==> src/rtl/pipe_ex_mem_pkg.sv <==
// Shared definitions for the EX/MEM pipeline register and its data-memory sequencer.
package pipe_ex_mem_pkg;

    typedef enum logic [1:0] {
        ST_IDLE   = 2'b00,
        ST_ACCESS = 2'b01,
        ST_WAIT   = 2'b10
    } mem_state_e;

    localparam logic [15:0] NOP_INSTR_DEFAULT = 16'h0800;

endpackage

==> src/rtl/mem_access_fsm.sv <==
// Sequences one Stall/Done access per captured slot: request strobes, upstream stall
// and the load-data hold register.
module mem_access_fsm
    import pipe_ex_mem_pkg::*;
#(
    parameter int unsigned DATA_W = 16
) (
    input  logic              clk,
    input  logic              rst,
    input  logic              rd_next,
    input  logic              wr_next,
    input  logic              mem_done,
    input  logic [DATA_W-1:0] mem_data_out,
    output logic              load,
    output logic              mem_rd,
    output logic              mem_wr,
    output logic              stall_mem,
    output logic [DATA_W-1:0] mem_rdata_o
);

    mem_state_e        state_q, state_d;
    logic              rd_q, rd_d;
    logic              wr_q, wr_d;
    logic [DATA_W-1:0] rdata_q, rdata_d;
    logic              busy;
    logic              done;

    always_comb begin
        busy      = (state_q == ST_ACCESS) || (state_q == ST_WAIT);
        done      = busy && mem_done;
        stall_mem = busy && !mem_done;
        load      = !stall_mem;

        // Strobes are registered at the load edge, so they last exactly the ACCESS cycle.
        if (load) begin
            state_d = (rd_next || wr_next) ? ST_ACCESS : ST_IDLE;
            rd_d    = rd_next;
            wr_d    = wr_next;
        end else begin
            state_d = ST_WAIT;
            rd_d    = 1'b0;
            wr_d    = 1'b0;
        end

        rdata_d     = done ? mem_data_out : rdata_q;
        mem_rdata_o = done ? mem_data_out : rdata_q;
    end

    always_ff @(posedge clk) begin
        if (rst) begin
            state_q <= ST_IDLE;
            rd_q    <= 1'b0;
            wr_q    <= 1'b0;
            rdata_q <= '0;
        end else begin
            state_q <= state_d;
            rd_q    <= rd_d;
            wr_q    <= wr_d;
            rdata_q <= rdata_d;
        end
    end

    assign mem_rd = rd_q;
    assign mem_wr = wr_q;

endmodule

==> src/rtl/pipe_ex_mem.sv <==
// EX/MEM pipeline register: captures execute results, squashes flushed slots and
// hands memory operations to the access sequencer.
module pipe_ex_mem
    import pipe_ex_mem_pkg::*;
#(
    parameter int unsigned DATA_W    = 16,
    parameter logic [15:0] NOP_INSTR = NOP_INSTR_DEFAULT
) (
    input  logic              clk,
    input  logic              rst,
    input  logic              flush,
    input  logic [DATA_W-1:0] ALU_result,
    input  logic [DATA_W-1:0] Data_two,
    input  logic [DATA_W-1:0] bj_write_data,
    input  logic [15:0]       instruction,
    input  logic [2:0]        write_sel,
    input  logic              Reg_write,
    input  logic              Mem_read,
    input  logic              Mem_write,
    input  logic              Mem_reg,
    input  logic              JAL,
    input  logic              halt,
    input  logic [DATA_W-1:0] mem_data_out,
    input  logic              mem_done,
    input  logic              mem_stall,
    output logic [DATA_W-1:0] mem_addr,
    output logic [DATA_W-1:0] mem_data_in,
    output logic              mem_rd,
    output logic              mem_wr,
    output logic              stall_mem,
    output logic [DATA_W-1:0] mem_rdata_o,
    output logic [DATA_W-1:0] ALU_result_o,
    output logic [DATA_W-1:0] Data_two_o,
    output logic [DATA_W-1:0] bj_write_data_o,
    output logic [15:0]       instruction_o,
    output logic [2:0]        write_sel_o,
    output logic              Reg_write_o,
    output logic              Mem_reg_o,
    output logic              JAL_o,
    output logic              halt_o,
    output logic              align_err_o
);

    logic [DATA_W-1:0] alu_result_q, alu_result_d;
    logic [DATA_W-1:0] data_two_q, data_two_d;
    logic [DATA_W-1:0] bj_data_q, bj_data_d;
    logic [15:0]       instruction_q, instruction_d;
    logic [2:0]        write_sel_q, write_sel_d;
    logic              reg_write_q, reg_write_d;
    logic              mem_reg_q, mem_reg_d;
    logic              jal_q, jal_d;
    logic              halt_q, halt_d;
    logic              align_err_q, align_err_d;
    logic              flush_pend_q, flush_pend_d;

    logic load;
    logic squash;
    logic rd_in, wr_in;
    logic misalign;
    logic rd_next, wr_next;
    logic mem_stall_unused;

    // The memory's busy flag is advisory; sequencing relies on mem_done alone.
    assign mem_stall_unused = mem_stall;

    always_comb begin
        // A flush seen while stalled is remembered and applied at the next load edge.
        squash   = flush || flush_pend_q;
        rd_in    = Mem_read && !squash;
        wr_in    = Mem_write && !squash;
        misalign = ALU_result[0] && (rd_in || wr_in);
        rd_next  = rd_in && !misalign && !halt;
        wr_next  = wr_in && !misalign && !halt;

        alu_result_d  = alu_result_q;
        data_two_d    = data_two_q;
        bj_data_d     = bj_data_q;
        instruction_d = instruction_q;
        write_sel_d   = write_sel_q;
        reg_write_d   = reg_write_q;
        mem_reg_d     = mem_reg_q;
        jal_d         = jal_q;
        halt_d        = halt_q;
        align_err_d   = align_err_q;
        flush_pend_d  = flush_pend_q || flush;

        if (load) begin
            alu_result_d  = ALU_result;
            data_two_d    = Data_two;
            bj_data_d     = bj_write_data;
            instruction_d = squash ? NOP_INSTR : instruction;
            write_sel_d   = write_sel;
            reg_write_d   = Reg_write && !squash && !misalign;
            mem_reg_d     = Mem_reg;
            jal_d         = JAL && !squash;
            halt_d        = halt && !squash;
            align_err_d   = misalign;
            flush_pend_d  = 1'b0;
        end
    end

    always_ff @(posedge clk) begin
        if (rst) begin
            alu_result_q  <= '0;
            data_two_q    <= '0;
            bj_data_q     <= '0;
            instruction_q <= NOP_INSTR;
            write_sel_q   <= '0;
            reg_write_q   <= 1'b0;
            mem_reg_q     <= 1'b0;
            jal_q         <= 1'b0;
            halt_q        <= 1'b0;
            align_err_q   <= 1'b0;
            flush_pend_q  <= 1'b0;
        end else begin
            alu_result_q  <= alu_result_d;
            data_two_q    <= data_two_d;
            bj_data_q     <= bj_data_d;
            instruction_q <= instruction_d;
            write_sel_q   <= write_sel_d;
            reg_write_q   <= reg_write_d;
            mem_reg_q     <= mem_reg_d;
            jal_q         <= jal_d;
            halt_q        <= halt_d;
            align_err_q   <= align_err_d;
            flush_pend_q  <= flush_pend_d;
        end
    end

    mem_access_fsm #(
        .DATA_W(DATA_W)
    ) u_fsm (
        .clk         (clk),
        .rst         (rst),
        .rd_next     (rd_next),
        .wr_next     (wr_next),
        .mem_done    (mem_done),
        .mem_data_out(mem_data_out),
        .load        (load),
        .mem_rd      (mem_rd),
        .mem_wr      (mem_wr),
        .stall_mem   (stall_mem),
        .mem_rdata_o (mem_rdata_o)
    );

    assign mem_addr        = alu_result_q;
    assign mem_data_in     = data_two_q;
    assign ALU_result_o    = alu_result_q;
    assign Data_two_o      = data_two_q;
    assign bj_write_data_o = bj_data_q;
    assign instruction_o   = instruction_q;
    assign write_sel_o     = write_sel_q;
    assign Reg_write_o     = reg_write_q;
    assign Mem_reg_o       = mem_reg_q;
    assign JAL_o           = jal_q;
    assign halt_o          = halt_q;
    assign align_err_o     = align_err_q;

endmodule

==> config.mk <==
export PLATFORM = sky130hd
export DESIGN_NAME = pipe_ex_mem
export DESIGN_NICKNAME = d
export VERILOG_FILES = /design/src/rtl/pipe_ex_mem_pkg.sv /design/src/rtl/mem_access_fsm.sv /design/src/rtl/pipe_ex_mem.sv
export SDC_FILE = /design/constraint.sdc
export NUM_CORES = 1
export LEC_CHECK = 0
export ABC_AREA = 1
export CAP_MARGIN = 15
export CORE_MARGIN = 4
export CORE_UTILIZATION = 40
export CTS_CLUSTER_SIZE = 14
export DETAILED_ROUTE_END_ITERATION = 7
export PLACE_DENSITY = 0.88
export SETUP_SLACK_MARGIN = 0.3
export SLEW_MARGIN = 20
export SYNTH_ARGS = -nofsm -noshare
export SYNTH_HDL_FRONTEND = slang
export SYNTH_SLANG_ARGS = --single-unit
==> constraint.sdc <==
create_clock -name clk -period 1.7 [get_ports clk]
set_input_delay 0.34 -clock clk [delete_from_list [all_inputs] [get_ports clk]]
set_output_delay 0.34 -clock clk [all_outputs]
set_load 0.03 [all_outputs]
==> results of run 1 <==
layout by cell type, fill, tap and decap left out, types with 2 or more instances in the layout:
cell and count:
clkdlybuf4s50_1 91, dfxtp_1 90, buf_2 85, nand2_1 64
nand2_2 62, nand3_1 51, inv_1 39, nand2_4 34
o21ai_2 25, nor2_1 20, buf_4 20, clkdlybuf4s15_2 18
o21ai_1 11, buf_6 11, clkbuf_8 10, clkbuf_16 9
buf_12 9, nand3_2 5, inv_2 4, dfxtp_2 3
clkinv_2 3, nand3_4 2, clkinv_4 2, buf_8 2
what timing repair did:
item / in CTS / in global routing
gates cloned: 1 / 13
setup buffers: 3 / 4
setup endpoints to repair: 123 / 162
resized for setup: 429 / 279
endpoints found under the hold margin: 0 / 0
pin swaps: 18 / 27
worst max-delay path, cell delays in order, from the launching register on:
cell and delay, ns:
dfxtp_2 0.34, nand2_2 0.12, nand3_4 0.13, buf_12 0.18, o21ai_2 0.14, inv_1 0.07
buf_4 0.17
routing by layer:
metal | share of wire | vias to the layer above | global-route usage
met5 | 0 | - | 0
met4 | 0.019 | 0 | 0.0737
met3 | 0.096 | 20 | 0.0541
met2 | 0.52 | 179 | 0.376
met1 | 0.37 | 1822 | 0.211
li1 | - | 1860 | -
worst max-delay path by stage:
stage | start | endpoint | slack, ns
3_3_place_gp | mem_done | mem_rdata_o[0] | -0.17
3_5_place_dp | mem_done | mem_rdata_o[14] | -0.31
5_1_grt | u_fsm.state_q[0] | mem_rdata_o[10] | -0.20
2_1_floorplan | u_fsm.state_q[0] | mem_rdata_o[0] | 0.33
6_report | u_fsm.state_q[0] | mem_rdata_o[14] | -0.15
4_1_cts | u_fsm.state_q[0] | mem_rdata_o[14] | -0.14
kinds of logic after synthesis:
kind of cell,share of synthesized area
buffers and inverters,0.153
AOI/OAI and AO/OA,0.0526
and+or+nand+nor,0.280
DFF,0.515
power by group through the flow:
stage	Sequential (uW)	Combinational (uW)	Clock (uW)
final	2390	1150	1490
after floorplan	2590	398	0
after global placement	2400	1110	0
after detailed placement	2410	1130	0
after global routing	2400	1210	1610
after CTS	2370	1120	1520
flip-flops by register name, summed over array words and instances (netlist names), 2 cells and up:
signal,cells
ALU_result_o,16
Data_two_o,16
bj_write_data_o,16
instruction_o,16
u_fsm.rdata_q,16
write_sel_o,3
u_fsm.state_q,2
synth_stat cells:
| master | count | area share |
|---|---|---|
| nor3_1 | 2 | 0.0028 |
| buf_2 | 16 | 0.022 |
| dfxtp_1 | 93 | 0.51 |
| nor2_4 | 1 | 0.0031 |
| buf_4 | 40 | 0.083 |
| o21ai_1 | 19 | 0.026 |
| a21oi_1 | 1 | 0.0014 |
| nand3_2 | 2 | 0.0055 |
| o21ai_0 | 18 | 0.025 |
| clkbuf_1 | 3 | 0.0031 |
| nand2_2 | 1 | 0.0017 |
| nand2_1 | 160 | 0.17 |
| inv_1 | 42 | 0.044 |
| nand3_1 | 56 | 0.077 |
| nor2_1 | 21 | 0.022 |
| inv_2 | 1 | 0.0010 |
| nand4_1 | 1 | 0.0017 |
cell type report:
cell class                      count  area (um2)
Clock inverter                      6        62.6
Inverter                           43         161
Fill cell                         614        2310
Tap cell                          108         135
Sequential cell                    93        1870
Clock buffer                       10         138
Timing Repair Buffer              250        2310
Multi-Input combinational cell    282        1780
through the flow:
step                worst slack (ns)  hold slack, ns  area (um2)  total power, uW
floorplan                      0.328           0.478        3620             2990
detailed placement            -0.311           0.433        5640             3530
CTS                           -0.143           0.446        6240             5010
global route                  -0.197           0.473        6450             5220
finish                        -0.147           0.454        6450             5030
global placement              -0.173           0.428        5640             3510
==> flow_metrics.tcl, run 1 <==
set metrics [dict create \
    status "complete, but fails checks" \
    violations "negative setup slack" \
    worst_setup_path_end_kind "primary output" \
    reg2reg_from "u_fsm.state_q[0]" \
    slew_violations 0 \
    num_vias 3881 \
    fp.dieW_um 103 \
    hold_start "bj_write_data_o[13]" \
    num_io_pins 217 \
    power.clock.fraction 0.297 \
    hold_viol_final 0 \
    max-cap-violations 0 \
    synth.cell_area_um2 3620 \
    cts_sinks 93 \
    cp_max_fo 16 \
    viasPerCell 4.90 \
    layout_setup_ws_ns -0.147 \
    timing.rr.end "JAL_o" \
    start_util 0.413 \
    worst_pin_slew_ns 0.409 \
    clockBufferDepth 2 \
    syn_to_final_growth_pct 78.2 \
    avgSynthCellArea_um2 7.59 \
    cts_htree_levels 3 \
    internal_power_uw 3500 \
    relSlewSlack 0.726 \
    coreArea_um2 8760 \
    ys_warn_count 0 \
    first_global_vias 3632 \
    hold_class "reg2reg" \
    powerDensity_nw_per_um2 780 \
    port_buffers 215 \
    required_ns 1.36 \
    antenna-diode-count 0 \
    die_height_um 103 \
    drc_errors 0 \
    synth_nets 571 \
    rsz0062_at_grt "yes" \
    grt_pass1_wl_um 16900 \
    p_sw_uw 1530 \
    final_cell_count_no_fill 792 \
    clock_latency_ns 0.35 \
    final_util 0.736 \
    gp_congestion 0.743 \
    num_rows 34 \
    placed_cells_incl_taps 755 \
    period_share 1.09 \
    startpoint_type "flip-flop" \
    cts_tree "done" \
    pwr-share-comb 0.228 \
    whs_path_depth 2 \
    post_drt_wl_per_cell_um 16.4 \
    vdd_drop_max_v 0.000438 \
    period_minus_slack_ns 1.85 \
    root_buffer "clkbuf_8" \
    max_freq_mhz 542 \
    grt_antenna_before_repair 0 \
    first_pass_iters 5 \
    ys_seq_area_frac 0.515 \
    drive_above_1_share 0.459 \
    cts_hold_buf 0 \
    wirelength_um 13000 \
    dieArea_um2 10600 \
    final_antenna_net_count 0 \
    clk_pin_slew_worst_paths_ns 0.09 \
    p_sw_frac 0.304 \
    cp.arrival_ns 1.51 \
    nNetsFinal 773 \
    power_leakage_uw 0.00353 \
    holdPathEnd "bj_write_data_o[13]" \
    grt_usage 0.200 \
    ff2ff_setup_slack_ns 0.07 \
    grt_max_degree 52 \
    setup_viol 17 \
    syn_inst 477 \
    grt-ovfl-total 0 \
    r2r_cells 12 \
    path_class "reg2out" \
    finalSetupTns_ns -1.87 \
    fin_skew_ns 0.0130 \
    seqPwrFrac 0.475 \
    first_iter_violations 88 \
    dp_hpwl_um 8160 \
    yosys.cell_types.count 17 \
    cts-buffers-inserted 9 \
    ys_ff_latch 93 \
]
No activity file was read; power rests on OpenSTA's default activity.
==> inputs of run 2 (changes only) <==
--- a/config.mk
+++ b/config.mk
@@ -8,10 +8,10 @@
 export ABC_AREA = 1
 export CAP_MARGIN = 15
 export CORE_MARGIN = 4
-export CORE_UTILIZATION = 40
+export CORE_UTILIZATION = 35
 export CTS_CLUSTER_SIZE = 14
 export DETAILED_ROUTE_END_ITERATION = 7
-export PLACE_DENSITY = 0.88
+export PLACE_DENSITY = 0.79
 export SETUP_SLACK_MARGIN = 0.3
 export SLEW_MARGIN = 20
 export SYNTH_ARGS = -nofsm -noshare
==> run 2 against run 1 <==
The flow still finishes with violations (negative setup slack). Global-route usage fell by 1.7 points. First-iteration DRC count rose by 90%. Routed wire length fell by 4.4%. Largest power group unchanged. Non-clock buffer count rose by 4. Critical path depth did not move. Sequential cell count did not move. Clock-buffer cell count rose by 1. Worst setup slack got worse by 0.032 ns. Sequential share of layout area rose by 0.56 points. Register-to-register slack improved by 0.04 ns. Total power fell by 0.72%. Clock power barely moved.
==> flow_metrics.tcl, run 2 (synthesis results as in run 1) <==
set metrics [dict create \
    status "complete, but fails checks" \
    violations "negative setup slack" \
    clock_latency_ns 0.35 \
    final_util 0.639 \
    coreArea_um2 9910 \
    cts_hold_buf 0 \
    num_io_pins 217 \
    first_iter_violations 167 \
    period_share 1.11 \
    first_global_vias 3659 \
    final_common_cell "clkdlybuf4s50_1" \
    layout_setup_ws_ns -0.179 \
    final_cell_mix "clkdlybuf4s50_1, dfxtp_1, nand2_1, buf_2, nand2_2" \
    startpoint_type "flip-flop" \
    clockBufferDepth 2 \
    powerDensity_nw_per_um2 789 \
    root_buffer "clkbuf_8" \
    vdd_drop_max_v 0.000390 \
    final_antenna_net_count 0 \
    post_drt_wl_per_cell_um 15.2 \
    path_class "reg2out" \
    dp_hpwl_um 8040 \
    finalSetupTns_ns -2.34 \
    syn_to_final_growth_pct 75.0 \
    grt_usage 0.183 \
    cp.arrival_ns 1.54 \
    cp_max_fo 10 \
    setup_viol 17 \
    antenna-diode-count 0 \
    cts_htree_levels 3 \
    nNetsFinal 777 \
    slew_violations 0 \
    final_area_um2 6330 \
    period_minus_slack_ns 1.88 \
    gp_congestion 0.752 \
    start_util 0.365 \
    num_vias 3785 \
    drc_errors 0 \
    max-cap-violations 0 \
    fin_skew_ns 0.00975 \
    viasPerCell 4.62 \
    cts_tree "done" \
    grt-ovfl-total 0 \
    max_freq_mhz 532 \
    hold_viol_final 0 \
    drive_above_1_share 0.418 \
    grt_pass1_wl_um 17400 \
    cts_sinks 93 \
    first_pass_iters 4 \
    worst_setup_path_end_kind "primary output" \
    grt_max_degree 44 \
    relSlewSlack 0.758 \
    wirelength_um 12400 \
    power_leakage_uw 0.00322 \
    grt_antenna_before_repair 0 \
    fp.dieW_um 110 \
    worst_pin_slew_ns 0.362 \
    clk_pin_slew_worst_paths_ns 0.08 \
    dieArea_um2 12000 \
    cts-buffers-inserted 9 \
    rsz0062_at_grt "yes" \
    fin_hold_ws_ns 0.449 \
    num_rows 36 \
    place_area_um2 5670 \
    required_ns 1.36 \
    die_height_um 110 \
    fill_cells 805 \
    hold_class "reg2reg" \
    p_total_uw 4990 \
    port_buffers 215 \
]
-- run 2: critical path, stage by stage (launching register included) --
cell and delay (ns):
dfxtp_2 0.34, nand2_2 0.12, nand3_4 0.15, buf_12 0.19, o21ai_2 0.15, inv_1 0.07, buf_4 0.17
-- run 2: path summary, 6_finish.rpt --
kind	start	endpoint	slack, ns	cells past startpoint
setup reg to reg	u_fsm.state_q[0]	ALU_result_o[0]	0.11	12
hold / removal	halt_o	halt_o	0.45	2
setup / recovery	u_fsm.state_q[0]	mem_rdata_o[8]	-0.18	6
hold reg to reg	halt_o	halt_o	0.45	2
-- run 2: where the power goes --
| group | internal, uW | switching, uW |
|---|---|---|
| Combinational | 486 | 644 |
| Sequential | 2290 | 81.4 |
| Clock | 748 | 744 |
-- run 2: cell type report --
| cell class | instances | area, um2 | share of cell area |
|---|---|---|---|
| Clock buffer | 11 | 151 | 0.0239 |
| Clock inverter | 4 | 47.5 | 0.00751 |
| Inverter | 43 | 161 | 0.0255 |
| Multi-Input combinational cell | 282 | 1600 | 0.252 |
| Sequential cell | 93 | 1870 | 0.295 |
| Tap cell | 133 | 166 | 0.0263 |
| Timing Repair Buffer | 254 | 2340 | 0.370 |
-- run 2: per-layer routing --
metal	routed length, um	track usage	vias up
met3	1230	0.0646	10
met2	6200	0.328	177
li1	-	-	1860
met5	0	0	-
met4	116	0.0534	0
met1	4900	0.204	1738
-- run 2: metrics by stage --
step	instances	worst slack (ns)
floorplan	477	0.328
global placement	783	-0.212
detailed placement	783	-0.311
CTS	803	-0.176
global route	820	-0.260
finish	820	-0.179
-- run 2: timing repair --
item / CTS / global route
buffers inserted: 4 / 5
gates resized for setup: 437 / 212
endpoints found under the setup margin: 123 / 166
gates cloned: 1 / 12
pin swaps: 62 / 16
==> inputs of run 3 (changes only) <==
==> constraint.sdc (replaced) <==
create_clock -name clk -period 2 [get_ports clk]
set_input_delay 0.2 -clock clk [delete_from_list [all_inputs] [get_ports clk]]
set_output_delay 0.2 -clock clk [all_outputs]
set_load 0.03 [all_outputs]
==> run 3 against run 2 <==
Largest power group unchanged. First-iteration DRC count increased by 20%. Combinational power down 14%. Critical path type is now in2out. Total power shrank 15%. The flow now finishes without violations. Sequential cell count unchanged.
==> flow_metrics.tcl, run 3 (synthesis results as in run 1) <==
set metrics [dict create \
    status "completed" \
    nNetsFinal 755 \
    gp_congestion 0.712 \
    vdd_drop_max_v 0.000406 \
    required_ns 1.80 \
    worst_setup_path_end_kind "primary output" \
    cts_sinks 93 \
    p_sw_frac 0.296 \
    drive_above_1_share 0.116 \
    final_util 0.606 \
    period_minus_slack_ns 1.74 \
    placed_cells_incl_taps 778 \
    coreArea_um2 9910 \
    first_global_vias 3274 \
    setup_viol 0 \
    seqPwrFrac 0.470 \
    antenna-diode-count 0 \
    startpoint_type "input port" \
    hold_class "in2reg" \
    p_sw_uw 1260 \
    wirelength_um 10900 \
    grt_usage 0.165 \
    path_class "in2out" \
    drc_errors 0 \
    power.clock.fraction 0.301 \
    cts_tree "done" \
    fin_skew_ns 0.0103 \
    final_area_um2 6010 \
    critPathMaxStageDelay_ns 0.59 \
    dp_hpwl_um 7970 \
    place_area_um2 5610 \
    final_common_cell "clkdlybuf4s50_1" \
    finalSetupTns_ns 0 \
    port_buffers 215 \
    cts-buffers-inserted 9 \
    hold_viol_final 0 \
    grt_antenna_before_repair 0 \
    dp_slack_ns 0.213 \
    num_vias 3611 \
    grt_max_degree 44 \
    rsz0062_at_grt "yes" \
    fp.dieW_um 110 \
    crit_slowest_cell "clkdlybuf4s50_1" \
    num_io_pins 217 \
    cp_max_fo 5 \
    num_rows 36 \
    viasPerCell 4.52 \
    relSlewSlack 0.751 \
    internal_power_uw 3000 \
    clockBufferDepth 2 \
    clk_pin_slew_worst_paths_ns 0.11 \
    first_pass_iters 4 \
    syn_to_final_growth_pct 66.0 \
    cts_htree_levels 3 \
    slew_violations 0 \
    post_drt_wl_per_cell_um 13.7 \
    start_util 0.365 \
    root_buffer "clkbuf_8" \
    clock_latency_ns 0.35 \
    grt_pass1_wl_um 15800 \
    powerDensity_nw_per_um2 709 \
    first_iter_violations 201 \
    period_share 0.871 \
    layout_setup_ws_ns 0.257 \
    worst_pin_slew_ns 0.374 \
    path_cells "clkdlybuf4s50_1 > nand3_4 > clkbuf_16 > o21ai_2 > inv_1 > buf_4" \
    dieArea_um2 12000 \
    final_cell_mix "clkdlybuf4s50_1, nand2_1, dfxtp_1, nand3_1, inv_1" \
    cts_hold_buf 0 \
    max-cap-violations 0 \
    cp.arrival_ns 1.54 \
    power_leakage_uw 0.00276 \
    grt-ovfl-total 0 \
    max_freq_mhz 574 \
    die_height_um 110 \
    final_antenna_net_count 0 \
    pwr-share-comb 0.228 \
    final_cell_count_no_fill 799 \
]
[run 3: changes by cell type in the layout (fill, tap and decap cells not counted), moves of 5 or more]
cell             change
buf_6                -8
buf_12               -5
nand2_1             +71
clkdlybuf4s50_1    +105
nand2_4             -10
clkbuf_16            -5
nand2_2             -60
buf_2               -78
clkdlybuf4s15_2     -25
[run 3: final cells by class]
| type | count | area (um2) |
|---|---|---|
| repair buffers | 231 | 2310 |
| clock inverters | 7 | 77.6 |
| clock buffers | 9 | 124 |
| multi-input cells | 283 | 1300 |
| inverters | 43 | 161 |
| well taps | 133 | 166 |
| flip-flops and latches | 93 | 1860 |
| fillers | 848 | 3900 |
[run 3: layer usage]
metal	up-vias	wire length, um	global-route usage
met1	1609	4290	0.192
met2	178	5310	0.286
li1	1815	-	-
met5	-	0	0
met4	0	111	0.0419
met3	9	1210	0.0634
[run 3: critical path, delay by kind of cell]
kind	cells	cell delay, ns
buf+inv	4	1.02
simple gates	1	0.18
compound gates	1	0.13
[run 3: final timing paths]
kind	endpoint	slack, ns	from	cells past startpoint
worst max-delay path	mem_rdata_o[6]	0.26	mem_done	6
worst max register to register	bj_write_data_o[4]	0.51	u_fsm.state_q[1]	7
worst min-delay path	instruction_o[8]	0.38	instruction[8]	3
worst min register to register	bj_write_data_o[1]	0.45	bj_write_data_o[1]	2
[run 3: what timing repair did]
item | CTS | global route
setup endpoints to repair | 16 | 19
buffers inserted | 0 | 1
resized for setup | 30 | 18
endpoints found under the hold margin | 0 | 0
pin swaps | 0 | 0
cloned | 0 | 4
[run 3: power by group through the flow]
stage | Combinational [uW] | Sequential, uW | Clock, uW
floorplan | 338 | 2200 | 0
global placement | 930 | 2040 | 0
detailed placement | 940 | 2050 | 0
CTS | 958 | 2000 | 1330
global route | 1030 | 2020 | 1400
finish | 973 | 2000 | 1280
[run 3: through the flow]
step	hold slack (ns)	power, uW
global placement	0.427	2970
finish	0.383	4260
CTS	0.359	4290
detailed placement	0.432	2990
floorplan	0.338	2540
global route	0.361	4450
